File: src/rtl/mem_access_ctrl.sv
// mem_access_ctrl
//   Sequences CPU data accesses (LW/LH/LHU/LB/LBU/SW/SH/SB) onto a word-addressed
//   data RAM with a combinational read port and a registered write port.
//   Sub-word stores are performed as read-modify-write. Loads are lane-extracted
//   and sign/zero extended into a registered result.
//
// Ports
//   clk, rst            clock (rising edge), asynchronous active-high reset
//   req, we, size,      request strobe and attributes, sampled only in IDLE
//   sign_ext, addr,
//   wdata
//   busy                high whenever the controller is not IDLE
//   ack                 one-cycle completion pulse
//   addr_err            qualifies ack: misaligned access, nothing written
//   rdata               load result, held until the next load completes
//   ram_rEna, ram_wEna  RAM read / write enables
//   ram_addr            RAM word address
//   ram_wdata           RAM write data
//   ram_rdata           RAM read data (combinational from ram_addr)

module mem_access_ctrl #(
  parameter int AW = 11
) (
  input  logic          clk,
  input  logic          rst,
  input  logic          req,
  input  logic          we,
  input  logic [1:0]    size,
  input  logic          sign_ext,
  input  logic [31:0]   addr,
  input  logic [31:0]   wdata,
  output logic          busy,
  output logic          ack,
  output logic          addr_err,
  output logic [31:0]   rdata,
  output logic          ram_rEna,
  output logic          ram_wEna,
  output logic [AW-1:0] ram_addr,
  output logic [31:0]   ram_wdata,
  input  logic [31:0]   ram_rdata
);

  typedef enum logic [1:0] {
    IDLE = 2'd0,
    RD   = 2'd1,
    WR   = 2'd2,
    DONE = 2'd3
  } state_t;

  state_t state, state_next;

  // Request attributes captured when a request is accepted in IDLE.
  logic          we_q;
  logic [1:0]    size_q;
  logic          sext_q;
  logic [AW+1:0] addr_q;
  logic [31:0]   wdata_q;
  logic          err_q;
  logic [31:0]   merge_q;

  // Byte-address bits above the RAM word address are intentionally ignored.
  logic unused_addr_bits;
  assign unused_addr_bits = ^addr[31:AW+2];

  // Alignment of the incoming request. Evaluated at the accepting edge, which
  // is the same value that gets latched, so it matches a check on the latch.
  logic misaligned_in;
  always_comb begin
    misaligned_in = 1'b0;
    case (size)
      2'b00:   misaligned_in = 1'b0;
      2'b01:   misaligned_in = addr[0];
      default: misaligned_in = |addr[1:0];  // word and reserved size
    endcase
  end

  // Load lane extraction from the live RAM read data.
  logic [7:0]  load_byte;
  logic [15:0] load_half;
  logic [31:0] load_val;
  always_comb begin
    load_byte = 8'h00;
    case (addr_q[1:0])
      2'd0: load_byte = ram_rdata[7:0];
      2'd1: load_byte = ram_rdata[15:8];
      2'd2: load_byte = ram_rdata[23:16];
      2'd3: load_byte = ram_rdata[31:24];
      default: load_byte = 8'h00;
    endcase
    load_half = addr_q[1] ? ram_rdata[31:16] : ram_rdata[15:0];
    case (size_q)
      2'b00:   load_val = {{24{sext_q & load_byte[7]}}, load_byte};
      2'b01:   load_val = {{16{sext_q & load_half[15]}}, load_half};
      default: load_val = ram_rdata;
    endcase
  end

  // Store data: merge the new lane(s) into the word read during RD. A word
  // store never passes through RD, so it takes wdata directly.
  logic [31:0] store_val;
  always_comb begin
    store_val = merge_q;
    case (size_q)
      2'b00: begin
        case (addr_q[1:0])
          2'd0: store_val[7:0]   = wdata_q[7:0];
          2'd1: store_val[15:8]  = wdata_q[7:0];
          2'd2: store_val[23:16] = wdata_q[7:0];
          2'd3: store_val[31:24] = wdata_q[7:0];
          default: store_val = merge_q;
        endcase
      end
      2'b01: begin
        if (addr_q[1]) store_val[31:16] = wdata_q[15:0];
        else           store_val[15:0]  = wdata_q[15:0];
      end
      default: store_val = wdata_q;
    endcase
  end

  // State register.
  always_ff @(posedge clk or posedge rst) begin
    if (rst) state <= IDLE;
    else     state <= state_next;
  end

  // Next-state logic.
  always_comb begin
    state_next = state;
    case (state)
      IDLE: begin
        if (req) begin
          if (misaligned_in)          state_next = DONE;
          else if (we && size[1])     state_next = WR;
          else                        state_next = RD;
        end
      end
      RD:      state_next = we_q ? WR : DONE;
      WR:      state_next = DONE;
      DONE:    state_next = IDLE;
      default: state_next = IDLE;
    endcase
  end

  // Datapath registers.
  always_ff @(posedge clk or posedge rst) begin
    if (rst) begin
      we_q    <= 1'b0;
      size_q  <= 2'b00;
      sext_q  <= 1'b0;
      addr_q  <= '0;
      wdata_q <= 32'h0;
      err_q   <= 1'b0;
      merge_q <= 32'h0;
      rdata   <= 32'h0;
    end else begin
      if (state == IDLE && req) begin
        we_q    <= we;
        size_q  <= size;
        sext_q  <= sign_ext;
        addr_q  <= addr[AW+1:0];
        wdata_q <= wdata;
        err_q   <= misaligned_in;
      end
      if (state == RD) begin
        if (we_q) merge_q <= ram_rdata;
        else      rdata   <= load_val;
      end
    end
  end

  // Outputs are decoded from the state so an asynchronous reset drops the RAM
  // enables immediately, aborting any access that has not reached its WR edge.
  assign busy      = (state != IDLE);
  assign ack       = (state == DONE);
  assign addr_err  = (state == DONE) && err_q;
  assign ram_rEna  = (state == RD);
  assign ram_wEna  = (state == WR);
  assign ram_addr  = addr_q[AW+1:2];
  assign ram_wdata = (state == WR) ? store_val : 32'h0;

endmodule
File: config.mk
export PLATFORM = sky130hd
export DESIGN_NAME = mem_access_ctrl
export DESIGN_NICKNAME = d
export VERILOG_FILES = /design/src/rtl/mem_access_ctrl.sv
export SDC_FILE = /design/constraint.sdc
export NUM_CORES = 1
export LEC_CHECK = 0
export CAP_MARGIN = 20
export CORE_MARGIN = 2
export CORE_UTILIZATION = 45
export DETAILED_ROUTE_END_ITERATION = 8
export GPL_TIMING_DRIVEN = 0
export PLACE_DENSITY = 0.89
export RECOVER_POWER = 50
export SLEW_MARGIN = 20
export SYNTH_ARGS = -nofsm -noshare
export SYNTH_HDL_FRONTEND = slang
export SYNTH_SLANG_ARGS = --single-unit
export TNS_END_PERCENT = 30
File: constraint.sdc
create_clock -name clk -period 6 [get_ports clk]
set_input_delay 1.5 -clock clk [delete_from_list [all_inputs] [get_ports clk]]
set_output_delay 1.5 -clock clk [all_outputs]
set_load 0.02 [all_outputs]
Yosys cells after proc, flatten, opt, wreduce, memory -nomap -nowiden
Index checks and enable logic that the tools add are counted.
Word-level totals
  register bits after elaboration: 116
Cells by class
  reductions and logical operators: 11
  bitwise logic cells: 3
  equality and inequality tests: 9
  muxes and demuxes: 17
Operators with widths (number)
  $pmux W32 S2: 2
  $mux W16: 3
  $mux W32: 1
  $mux W8: 4
  $pmux W8 S4: 1
  $eq A2 B1 Y1 const B: 4
  $eq A2 B2 Y1 const B: 4
  $logic_not A2 Y1: 4
  $pmux W2 S4: 1
  $mux W2: 3
  $reduce_and A2 Y1: 2
  $logic_and A1 B1 Y1: 3
  $and A1 B1 Y1: 2
  $ne A2 B2 Y1 const B: 1
  $pmux W1 S2: 1
  $reduce_bool A2 Y1: 1
  $reduce_or A2 Y1: 1
  $mux W1: 1
  $not A1 Y1: 1

Depth between registers and ports, before layout
  depth after elaboration: 5
  depth in mapped cells: 7
  depth with buffers taken out: 6

Worst setup path before layout
OpenSTA, ideal clock, no wires.
  kind: reg2out
  start point: register state[0]
  end point: output ram_wdata[25]
  data arrival time: 1619 ps
  setup slack: 2881 ps
  stages on the path, launching flop included: 6
  path through: dfrtp_1 -> inv_1 -> ha_1 -> clkbuf_1 -> o221ai_1 -> a21oi_1
On the way
  cells in the longest elaborated chain, start to end: 2
Ends and longest elaborated chain
  start, declared: RTL line 50  | state_t state, state_next;
  start signal, assigned: RTL line 124  | else state <= state_next;
  $eq A2 B2 Y1
  via ram_wEna: RTL line 37  | output logic ram_wEna,
  $mux W32: RTL line 180  | assign ram_wdata = (state == WR) ? store_val : 32'h0;
  end, declared: RTL line 39  | output logic [31:0] ram_wdata,
The timed path passes the listed nets, and every way through them passes these cells.

Worst setup path after layout
  start point: register size_q[1]
  end point: output ram_wdata[29]
On the way
  cells in the longest elaborated chain, start to end: 3
Ends and longest elaborated chain
  start, declared: RTL line 54  | logic [1:0] size_q;
  start signal, assigned: RTL line 159  | size_q <= size;
  $eq A2 B1 Y1 / $logic_not A2 Y1 (equally long branches): RTL line 103  | case (size_q)
  $pmux W32 S2 *: RTL line 103
  $mux W32 *: RTL line 180
Every way passes the cells marked *; elsewhere a longest branch is shown, timed or not.

==> metrics.csv <==
metric;value;unit
diodes;0;
violations;max-capacitance violations, max-slew violations;
core_region_area;12620;um^2
cts-resized-gates;0;
wl_per_cell;19.86;um
synth_seq_cells;116;
ff2ff_setup_slack;3990;ps
clock_path_buffers;2;
reg2regPathDepth;5;
rsz0062_at_grt;no;
grtUsageMet2;0.4164;
slew_viol_final;119;
cts_tree;built;
crit_type;flip-flop to primary output;
fin_nets;816;
ys_seq_area_frac;0.4985;
clk_latency;420;ps
r2r-start;state[0];
io_pins;183;
power.total;0.004898;W
fin_hold_ws;493.8;ps
syn_nets;633;
cp-start-kind;flip-flop;
drive_above_1_share;0.2159;
fmax;223.2;MHz
finalSetupViolations;0;
gr-total-overflow;0;
die_width;117.8;um
avgSynthCellArea;11.09;um^2
drc;0;
grt_max_degree;77;
post-dp-hpwl;13.45;mm
via_per_inst;5.611;
timing.rr.end;wdata_q[7];
cts_setup_buffers;0;
yosys_most_used_dff;dfrtp_1;
busiest_layer;met2;
htree_levels;4;
antenna_found_initial;0;
hold_buffers;0;
synthDominantCellAreaShare;0.4985;
area_growth;40.09;%
grt_pass1_vias;5047;
yosysUniqueCellTypes;38;
final.min_clock_period;4479;ps
die-area;13870;um^2
yosysWarnings;0;
relSlewSlack;-0.2132;
yosys.area.top_type;dfrtp_1;
grtUsageMet1;0.3313;
grt_use_met3;0.07994;
timing.final.crit_share;0.7466;
synth_area_leaders;dfrtp_1 50%, mux2_2 18%, o21ai_0 3.9%;
hold_path.class;flip-flop to flip-flop;
drt.antenna.violating_nets;0;
synth_edf_count;0;
synth_area;5823;um^2
clockRootBuffer;clkbuf_16;
dr.pass1.iters;7;
fill_cells;1004;
grt_pass1_wl;27.65;mm
clkTransAtPathRegs;50;ps
critPathCaptureType;primary output;
grt_usage;0.2597;
critPathCapture;ram_wdata[29];
cts.sinks;116;
fin_skew;7.513;ps
routabilityCongestion;0.9201;
async_flop_share;1.000;
dr_total_vias;4994;
p_leak;3.425;nW
die_h;117.8;um
final_hold_viol_count;0;
cp.required;4500;ps
powerDensity;600.4;nW/um^2
fin_ws;1521;ps
drt_iter0_markers;538;
stdcell_area;8158;um^2
totalWireLength;17.68;mm
setup_tns;0;ps
numPortBuffers;163;
worstPathMaxFanout;10;
num_rows;41;
drv_cap;2;
place_ws;1995;ps
worst_slew_pin_slew;1820;ps
arrival;2980;ps
syn_inst;525;
ir_drop;0.0002942;V
numCtsBuffers;17;
dpl_cell_area;7702;um^2
startpoint;size_q[1];
outcome;finished, violations left;
start_util;0.4614;
-- stage by stage --
step / std cells / utilization
floorplan: 525 / -
global placement: 860 / 0.6078
detailed placement: 861 / 0.6104
CTS: 890 / 0.6485
global route: 890 / 0.6464
finish: 890 / 0.6464
-- sequential cells by signal, indices dropped and copies added, names as in the netlist, 2 cells and up --
signal / count
merge_q: 32
wdata_q: 32
rdata: 32
state: 2
addr_q: 13
size_q: 2
-- area by class of cell --
cell class | instances | area [um^2] | share of cell area
Inverter | 8 | 31.28 | 0.003834
Clock inverter | 7 | 37.54 | 0.004601
Timing Repair Buffer | 164 | 1637 | 0.2006
Tap cell | 172 | 215.2 | 0.02638
Buffer | 46 | 249.0 | 0.03052
Multi-Input combinational cell | 355 | 2641 | 0.3238
Clock buffer | 22 | 444.2 | 0.05445
Sequential cell | 116 | 2903 | 0.3558
-- cell usage after synthesis, types with 5 or more instances --
cell type and number:
dfrtp_1 116, mux2_2 95, nand2_1 49, o21ai_0 45, nand3_1 30, a21oi_1 26, mux2i_1 18, nor2b_1 18
clkbuf_1 15, buf_2 13, buf_4 12, a222oi_1 8, nand3b_1 8, nor2_1 8, o221ai_1 8, and3_1 7
inv_1 7, or3_1 7, ha_1 5
-- worst min path at each step --
stage,slack [ps],cells past startpoint,startpoint,endpoint
2_1_floorplan,440,2,err_q,err_q
3_3_place_gp,460,2,rdata[5],rdata[5]
3_5_place_dp,480,2,merge_q[7],merge_q[7]
4_1_cts,490,2,merge_q[7],merge_q[7]
5_1_grt,520,2,rdata[17],rdata[17]
6_report,490,2,rdata[28],rdata[28]
-- worst max-delay path: stages (launching register included) --
cell             delay, ps
dfrtp_1                360
buf_4                  180
inv_1                  200
buf_2                  310
clkbuf_1               460
o221ai_1               180
a21oi_1                210
clkdlybuf4s50_1        650
-- cell usage in the layout (no fill, tap or decap), types with 5 or more instances in the layout --
| cell type | count |
|---|---|
| o221ai_1 | 8 |
| and3_1 | 7 |
| nor2b_1 | 18 |
| dlygate4sd3_1 | 34 |
| buf_2 | 13 |
| dfrtp_1 | 116 |
| clkbuf_1 | 21 |
| nand3_1 | 30 |
| mux2i_1 | 18 |
| or3_1 | 7 |
| a21oi_1 | 26 |
| clkinv_2 | 6 |
| inv_1 | 6 |
| nand2_1 | 49 |
| clkdlybuf4s50_1 | 129 |
| nand3b_1 | 8 |
| ha_1 | 5 |
| buf_4 | 12 |
| a222oi_1 | 8 |
| nor2_1 | 8 |
| o21ai_0 | 45 |
| clkbuf_16 | 17 |
| mux2_2 | 95 |
-- cell families (layout without fill, tap and decap cells) --
family	count (synthesis)	count (layout)	share of synthesized area
flops	116	116	0.4985
compound gates	98	98	0.1053
fa+ha+maj	5	5	0.01074
buf+inv	54	247	0.04791
simple gates	137	137	0.1182
mux	115	115	0.2194
-- routing by layer --
layer  wire length [um]  share of wire
met1               7316           0.41
met2               8451           0.48
met3               1495          0.085
met4                416          0.024
met5                  0              0
-- where the power goes --
part	internal (W)	leakage [nW]	switching, W	total [W]
clock network	0.000512	0.239	0.000334	0.000847
registers	0.00118	1.38	0.000305	0.00149
logic	0.00124	1.81	0.00132	0.00256
total	0.00294	3.43	0.00196	0.00490
Power figures use the tool's default switching activity.
